[src/rtl/mem_access_stage_if.sv]
// Data-memory request/acknowledge bus between the MEM stage and data memory.
interface mem_access_stage_if #(
  parameter int ADDR_W = 10
);
  logic              dmem_req;
  logic              dmem_we;
  logic [ADDR_W-1:0] dmem_addr;
  logic [31:0]       dmem_wdata;
  logic [31:0]       dmem_rdata;
  logic              dmem_ack;

  modport master (
    output dmem_req, dmem_we, dmem_addr, dmem_wdata,
    input  dmem_rdata, dmem_ack
  );

  modport slave (
    input  dmem_req, dmem_we, dmem_addr, dmem_wdata,
    output dmem_rdata, dmem_ack
  );
endinterface

[src/rtl/mem_access_stage.sv]
// MEM pipeline stage: EX/MEM latch, data-memory access FSM with timeout,
// MEM/WB latch and branch resolution.
//   state    | meaning
//   S_IDLE   | no access in flight; a latched memory op is checked and launched
//   S_ACCESS | request asserted, waiting for dmem_ack (bounded by TIMEOUT)
//   S_ERROR  | timeout or misaligned access; sticky until reset
module mem_access_stage #(
  parameter int ADDR_W  = 10,
  parameter int TIMEOUT = 16
) (
  input  logic                clk,
  input  logic                rst_n,
  input  logic                i_in_valid,
  input  logic [31:0]         i_alu_out,
  input  logic [31:0]         i_data_write,
  input  logic [4:0]          i_wb_register,
  input  logic                i_zero,
  input  logic [2:0]          i_mem_control,
  input  logic [1:0]          i_wb_control,
  output logic                o_stall,
  output logic                o_pc_src,
  output logic                o_wbo_valid,
  output logic                o_wbo_reg_write,
  output logic                o_wbo_mem_to_reg,
  output logic [31:0]         o_wbo_rdata,
  output logic [31:0]         o_wbo_alu_out,
  output logic [4:0]          o_wbo_register,
  output logic                o_mem_error,
  mem_access_stage_if.master  dmem
);

  localparam int            CW     = $clog2(TIMEOUT + 1);
  localparam logic [CW-1:0] C_LAST = CW'(TIMEOUT - 1);

  typedef enum logic [1:0] {S_IDLE, S_ACCESS, S_ERROR} state_t;

  state_t r_state;
  state_t w_next;

  logic [CW-1:0] r_cnt;

  logic        r_ex_valid;
  logic [31:0] r_alu_out;
  logic [31:0] r_wdata;
  logic [4:0]  r_register;
  logic        r_zero;
  logic [2:0]  r_mem_ctl;
  logic [1:0]  r_wb_ctl;

  logic        r_wbo_valid;
  logic        r_wbo_reg_write;
  logic        r_wbo_mem_to_reg;
  logic [31:0] r_wbo_rdata;
  logic [31:0] r_wbo_alu_out;
  logic [4:0]  r_wbo_register;

  logic w_mem_op;
  logic w_is_write;
  logic w_misalign;
  logic w_stall;
  logic w_req;
  logic w_complete;

  // Read and write both set behaves as a write.
  assign w_mem_op   = r_ex_valid & (r_mem_ctl[0] | r_mem_ctl[1]);
  assign w_is_write = r_mem_ctl[1];
  assign w_misalign = |r_alu_out[1:0];

  always_ff @(posedge clk or negedge rst_n) begin
    if (!rst_n) begin
      r_state <= S_IDLE;
    end else begin
      r_state <= w_next;
    end
  end

  always_comb begin
    w_next     = r_state;
    w_stall    = 1'b0;
    w_req      = 1'b0;
    w_complete = 1'b0;
    case (r_state)
      S_IDLE: begin
        if (w_mem_op) begin
          w_stall = 1'b1;
          w_next  = w_misalign ? S_ERROR : S_ACCESS;
        end else begin
          w_complete = r_ex_valid;
        end
      end
      S_ACCESS: begin
        w_req = 1'b1;
        if (dmem.dmem_ack) begin
          w_complete = 1'b1;
          w_next     = S_IDLE;
        end else begin
          w_stall = 1'b1;
          if (r_cnt == C_LAST) begin
            w_next = S_ERROR;
          end
        end
      end
      S_ERROR: begin
        w_stall = 1'b1;
      end
      default: begin
        w_next = S_IDLE;
      end
    endcase
  end

  always_ff @(posedge clk or negedge rst_n) begin
    if (!rst_n) begin
      r_cnt <= '0;
    end else if (r_state == S_ACCESS && !dmem.dmem_ack) begin
      r_cnt <= r_cnt + CW'(1);
    end else begin
      r_cnt <= '0;
    end
  end

  always_ff @(posedge clk or negedge rst_n) begin
    if (!rst_n) begin
      r_ex_valid <= 1'b0;
      r_alu_out  <= '0;
      r_wdata    <= '0;
      r_register <= '0;
      r_zero     <= 1'b0;
      r_mem_ctl  <= '0;
      r_wb_ctl   <= '0;
    end else if (!w_stall) begin
      r_ex_valid <= i_in_valid;
      r_alu_out  <= i_alu_out;
      r_wdata    <= i_data_write;
      r_register <= i_wb_register;
      r_zero     <= i_zero;
      r_mem_ctl  <= i_in_valid ? i_mem_control : 3'b000;
      r_wb_ctl   <= i_in_valid ? i_wb_control  : 2'b00;
    end
  end

  // Anything that does not complete this edge leaves a cleared bubble behind.
  always_ff @(posedge clk or negedge rst_n) begin
    if (!rst_n) begin
      r_wbo_valid      <= 1'b0;
      r_wbo_reg_write  <= 1'b0;
      r_wbo_mem_to_reg <= 1'b0;
      r_wbo_rdata      <= '0;
      r_wbo_alu_out    <= '0;
      r_wbo_register   <= '0;
    end else if (w_complete) begin
      r_wbo_valid      <= 1'b1;
      r_wbo_reg_write  <= r_wb_ctl[0] & ~w_is_write;
      r_wbo_mem_to_reg <= r_wb_ctl[1];
      r_wbo_rdata      <= (r_state == S_ACCESS && !w_is_write) ? dmem.dmem_rdata : 32'h0;
      r_wbo_alu_out    <= r_alu_out;
      r_wbo_register   <= r_register;
    end else begin
      r_wbo_valid      <= 1'b0;
      r_wbo_reg_write  <= 1'b0;
      r_wbo_mem_to_reg <= 1'b0;
      r_wbo_rdata      <= '0;
      r_wbo_alu_out    <= '0;
      r_wbo_register   <= '0;
    end
  end

  assign o_stall          = w_stall;
  assign o_pc_src         = r_ex_valid & r_mem_ctl[2] & r_zero;
  assign o_mem_error      = (r_state == S_ERROR);
  assign o_wbo_valid      = r_wbo_valid;
  assign o_wbo_reg_write  = r_wbo_reg_write & r_wbo_valid;
  assign o_wbo_mem_to_reg = r_wbo_mem_to_reg;
  assign o_wbo_rdata      = r_wbo_rdata;
  assign o_wbo_alu_out    = r_wbo_alu_out;
  assign o_wbo_register   = r_wbo_register;

  assign dmem.dmem_req   = w_req;
  assign dmem.dmem_we    = w_req & w_is_write;
  assign dmem.dmem_addr  = r_alu_out[ADDR_W+1:2];
  assign dmem.dmem_wdata = r_wdata;

endmodule

[src/flat_wrapper.sv]
// flat-port wrapper written by rule: the top's interface ports become plain ports
module mem_access_stage_flat 
#(
  parameter int ADDR_W  = 10,
  parameter int TIMEOUT = 16
)
  (clk, rst_n, i_in_valid, i_alu_out, i_data_write, i_wb_register, i_zero, i_mem_control, i_wb_control, o_stall, o_pc_src, o_wbo_valid, o_wbo_reg_write, o_wbo_mem_to_reg, o_wbo_rdata, o_wbo_alu_out, o_wbo_register, o_mem_error, dmem_dmem_req, dmem_dmem_we, dmem_dmem_addr, dmem_dmem_wdata, dmem_dmem_rdata, dmem_dmem_ack);
  mem_access_stage_if #(.ADDR_W(ADDR_W)) dmem_i ();
  input  logic clk;
  input  logic rst_n;
  input  logic i_in_valid;
  input  logic [31:0] i_alu_out;
  input  logic [31:0] i_data_write;
  input  logic [4:0] i_wb_register;
  input  logic i_zero;
  input  logic [2:0] i_mem_control;
  input  logic [1:0] i_wb_control;
  output logic o_stall;
  output logic o_pc_src;
  output logic o_wbo_valid;
  output logic o_wbo_reg_write;
  output logic o_wbo_mem_to_reg;
  output logic [31:0] o_wbo_rdata;
  output logic [31:0] o_wbo_alu_out;
  output logic [4:0] o_wbo_register;
  output logic o_mem_error;
  output wire logic [$bits(dmem_i.dmem_req)-1:0] dmem_dmem_req;
  output wire logic [$bits(dmem_i.dmem_we)-1:0] dmem_dmem_we;
  output wire logic [$bits(dmem_i.dmem_addr)-1:0] dmem_dmem_addr;
  output wire logic [$bits(dmem_i.dmem_wdata)-1:0] dmem_dmem_wdata;
  input wire logic [$bits(dmem_i.dmem_rdata)-1:0] dmem_dmem_rdata;
  input wire logic [$bits(dmem_i.dmem_ack)-1:0] dmem_dmem_ack;
  assign dmem_dmem_req = dmem_i.dmem_req;
  assign dmem_dmem_we = dmem_i.dmem_we;
  assign dmem_dmem_addr = dmem_i.dmem_addr;
  assign dmem_dmem_wdata = dmem_i.dmem_wdata;
  assign dmem_i.dmem_rdata = dmem_dmem_rdata;
  assign dmem_i.dmem_ack = dmem_dmem_ack;
  mem_access_stage #(.ADDR_W(ADDR_W), .TIMEOUT(TIMEOUT)) u_core (.clk(clk), .rst_n(rst_n), .i_in_valid(i_in_valid), .i_alu_out(i_alu_out), .i_data_write(i_data_write), .i_wb_register(i_wb_register), .i_zero(i_zero), .i_mem_control(i_mem_control), .i_wb_control(i_wb_control), .o_stall(o_stall), .o_pc_src(o_pc_src), .o_wbo_valid(o_wbo_valid), .o_wbo_reg_write(o_wbo_reg_write), .o_wbo_mem_to_reg(o_wbo_mem_to_reg), .o_wbo_rdata(o_wbo_rdata), .o_wbo_alu_out(o_wbo_alu_out), .o_wbo_register(o_wbo_register), .o_mem_error(o_mem_error), .dmem(dmem_i));
endmodule
[config.mk]
export PLATFORM = sky130hd
export DESIGN_NAME = mem_access_stage_flat
export DESIGN_NICKNAME = d
export VERILOG_FILES = /design/src/rtl/mem_access_stage_if.sv /design/src/rtl/mem_access_stage.sv /design/src/flat_wrapper.sv
export SDC_FILE = /design/constraint.sdc
export NUM_CORES = 1
export LEC_CHECK = 0
export ABC_AREA = 1
export CAP_MARGIN = 40
export CORE_ASPECT_RATIO = 1.1
export CORE_MARGIN = 2
export CORE_UTILIZATION = 39
export CTS_CLUSTER_DIAMETER = 200
export DETAILED_ROUTE_END_ITERATION = 6
export HOLD_SLACK_MARGIN = 0.05
export PLACE_DENSITY = 0.77
export REMOVE_ABC_BUFFERS = 1
export SETUP_SLACK_MARGIN = 0.4
export SYNTH_ARGS = -nofsm -noshare
export SYNTH_HDL_FRONTEND = slang
export SYNTH_SLANG_ARGS = --single-unit
[constraint.sdc]
create_clock -name clk -period 1.4 [get_ports clk]
set_input_delay 0.28 -clock clk [delete_from_list [all_inputs] [get_ports clk]]
set_output_delay 0.28 -clock clk [all_outputs]
set_load 0.02 [all_outputs]
==> impl_results.md <==
- Deepest clock path buffer count: 2
- Number of port buffers: 229
- Count of boundary I/O pins: 230
- Peak ir drop on the vdd network: 1.609 mV
- Required time of the critical path: 1.12 ns
- CTS clock-pin slew for the worst setup and hold paths: 0.06 ns
- Vias: 5256
- DRT iter0 DRCs: 234
- Synthesis Warnings: 0
- Fill cell count: 1101
- Cell type with the largest total area after synthesis: sky130_fd_sc_hd__dfrtp_1
- Initial antenna violation count: 0
- RSZ-0062 raised after global routing: true
- Synthesized area per cell: 9.358 um2
- Synth top area cells: sky130_fd_sc_hd__dfrtp_1 (66%), sky130_fd_sc_hd__nand2_1 (13%), sky130_fd_sc_hd__nand3_1 (6.9%)
- Via count of the first global-routing pass: 5237
- Gr ovfl total: 0
- Startpoint-to-endpoint class of the critical path: flop to primary output
- Crit path DAT: 1.52 ns
- Headroom to the max-slew limit: 0.7320
- WL per Instance: 15.79 um
- Combined area of all synthesized cells: 0.005914 mm2
- Sequential element share of the synthesized area: 0.6558
- Total cell area at the placement stage: 0.008571 mm2
- Clock latency on the worst-skew pair: 0.42 ns
- Post-Synthesis Cells: 632
- Initial core utilization: 0.3960
- CP Launch Type: flop
- Unique cell type count in the Yosys netlist: 20
- H-tree depth: 4
- Post-Route Hold Slack: 0.3507 ns
- Average vias per placed instance: 4.672
- Number of max-slew violations in the final report: 0
- Final worst setup slack: -0.4001 ns
- Outcome: finished with violations
- Slowest cell delay on critical path: 0.42 ns
- Clock root buffer master: sky130_fd_sc_hd__clkbuf_16
- Tightest Pin Transition: 0.4020 ns
- Critical-path cell with the highest stage delay: sky130_fd_sc_hd__dfrtp_1
- Count of antenna-violating nets left after detailed routing: 0
- Total Die Area: 0.01617 mm2
- Largest net degree at the start of global routing: 56
- Height of the die: 133.2 um
- Area of the core: 0.01494 mm2
- Post-route clock skew: 0.006247 ns
- Chain of cells forming the critical path: buf_6 -> nor2_4 -> nand2_2 -> nand3_4 -> inv_2 -> buf_6
- FF+latch count, synth: 155
- Global-route wire length before repair: 27680 um
- Crit end category: primary output
- Std cell rows: 47
- Final HPWL from detailed placement: 10180 um
- Violated checks: setup timing
- Final standard cell area without fillers: 0.01013 mm2
- Number of DRC violations after detailed routing: 0
- Width of the chip: 121.4 um
- Fraction of layout instances using a drive strength above 1: 0.2788
- Weighted congestion reported at the end of routability-driven placement: 0.7547
- Setup violation total in the final timing report: 153
- Fmax: 0.5555 GHz
- Max-cap violations: 0
- Crit path time final: 1.800 ns
- Area share of the leading cell type in the synthesized netlist: 0.6558
- Hold Crit Class: input port to async pin
- First drt pass iteration count: 4
- Final sum of negative setup slack: -36.50 ns
- Worst slack at placement: -0.3067 ns
- Growth of design area from synthesis to finish: 71.23%
- Crit path max fanout: 3
- TritonCTS clock tree: built
- Final hold violation count: 0
- Inserted Clock Buffers: 17
- Total Routed Length: 17770 um
- Final period utilization: 1.286
- Most frequent cell on the critical path: sky130_fd_sc_hd__buf_6
- Global-route usage over all layers: 0.2262
- Total power: 23.51 mW
- Lkg Pwr: 5.162 nW
- Final antenna diode count: 0
- Pwr/cell area: 2322 mW/mm2
- Total number of clock tree sinks: 155
- Net total in the final layout: 1029
==> kinds of logic after synthesis <==
group,Yosys count,share of synthesized area
buf+inv,101,0.07891
fa+ha+maj,2,0.004230
xor+xnor,1,0.001481
simple gates,370,0.2564
flops,155,0.6558
compound gates,3,0.003174
==> layer usage <==
layer	vias up	share of wire	GRT usage	routed length [um]
li1	2500	-	-	-
met1	2519	0.40	0.2693	7061
met2	210	0.50	0.3830	8886
met3	27	0.083	0.08562	1471
met4	0	0.020	0.06450	350
met5	-	0	0	0
==> synth_stat cells <==
library cell               number
sky130_fd_sc_hd__nand2_1      202
sky130_fd_sc_hd__buf_2         22
sky130_fd_sc_hd__nor3b_1        1
sky130_fd_sc_hd__inv_2          4
sky130_fd_sc_hd__buf_1          2
sky130_fd_sc_hd__o21ai_0        2
sky130_fd_sc_hd__nor2_2         2
sky130_fd_sc_hd__and3_1         1
sky130_fd_sc_hd__dfrtp_1      155
sky130_fd_sc_hd__buf_4         14
sky130_fd_sc_hd__nand3_2        1
sky130_fd_sc_hd__ha_1           2
sky130_fd_sc_hd__inv_1         53
sky130_fd_sc_hd__nand3_1       82
sky130_fd_sc_hd__o21ai_2        1
sky130_fd_sc_hd__buf_6          1
sky130_fd_sc_hd__nor2_4         1
sky130_fd_sc_hd__nor2_1        80
sky130_fd_sc_hd__clkbuf_1       5
sky130_fd_sc_hd__xor2_1         1
==> power by group <==
part / switching [mW] / leakage [nW] / internal (mW)
Sequential: 0.888 / 2.01 / 5.95
Combinational: 6.09 / 2.88 / 6.14
Clock: 1.92 / 0.272 / 2.53
==> critical path, delay by kind of cell (launching register included) <==
| family | cells | cell delay (ns) |
|---|---|---|
| flops | 1 | 0.42 |
| simple gates | 3 | 0.36 |
| buf+inv | 3 | 0.32 |
==> placed cells by master, fill, tap and decap left out, types with 4 or more instances in the layout <==
| cell type | Yosys | layout |
|---|---|---|
| sky130_fd_sc_hd__nor2_1 | 80 | 70 |
| sky130_fd_sc_hd__dfrtp_1 | 155 | 155 |
| sky130_fd_sc_hd__buf_16 | 0 | 11 |
| sky130_fd_sc_hd__nor2_2 | 2 | 10 |
| sky130_fd_sc_hd__clkbuf_16 | 0 | 17 |
| sky130_fd_sc_hd__clkinvlp_4 | 0 | 4 |
| sky130_fd_sc_hd__buf_4 | 14 | 45 |
| sky130_fd_sc_hd__inv_1 | 53 | 52 |
| sky130_fd_sc_hd__buf_6 | 1 | 122 |
| sky130_fd_sc_hd__inv_6 | 0 | 4 |
| sky130_fd_sc_hd__clkdlybuf4s50_1 | 0 | 109 |
| sky130_fd_sc_hd__nand2_1 | 202 | 196 |
| sky130_fd_sc_hd__buf_12 | 0 | 15 |
| sky130_fd_sc_hd__nand2_2 | 0 | 5 |
| sky130_fd_sc_hd__inv_2 | 4 | 4 |
| sky130_fd_sc_hd__nand3_1 | 82 | 82 |
==> worst paths after layout <==
check                                              start                               endpoint  slack, ns  depth (start not counted)
min reg2reg                    u_core.r_cnt[0]$_DFF_PN0_              u_core.r_cnt[0]$_DFF_PN0_       0.46                          1
min in group clk                         i_data_write[8]  u_core.dmem.dmem_wdata[8]$_DFFE_PN0N_       0.38                          3
max reg2reg                u_core.r_state[0]$_DFFE_PN0P_       u_core.o_wbo_rdata[25]$_DFF_PN0_      -0.34                          9
max in group asynchronous                          rst_n  u_core.dmem.dmem_wdata[5]$_DFFE_PN0N_       0.51                          3
min                                                rst_n         u_core.r_wb_ctl[0]$_DFFE_PN0N_       0.35                          2
max                        u_core.r_state[0]$_DFFE_PN0P_                                o_stall      -0.40                          6
==> layout make-up <==
| class | count | area [um2] | share of cell area |
|---|---|---|---|
| Timing Repair Buffer | 308 | 3526 | 0.3482 |
| Inverter | 57 | 216.5 | 0.02137 |
| Clock buffer | 18 | 439.2 | 0.04337 |
| Tap cell | 196 | 245.2 | 0.02422 |
| Clock inverter | 14 | 137.6 | 0.01359 |
| Sequential cell | 155 | 3879 | 0.3830 |
| Multi-Input combinational cell | 377 | 1684 | 0.1663 |
==> through the flow <==
step	instances	util
after floorplan	588	-
after global placement	1042	0.5738
after detailed placement	1042	0.5738
after CTS	1121	0.6736
after global routing	1125	0.6780
final	1125	0.6780
==> repair_timing <==
item                                    in CTS  in global routing
endpoints found under the hold margin       28                  0
buffers inserted                            32                  4
pin swaps                                    5                  6
endpoints found under the setup margin     273                274
gates cloned                                14                  0
hold buffers                                 1                  0
resized for setup                          741                 13
No activity file was read; power rests on OpenSTA's default activity.
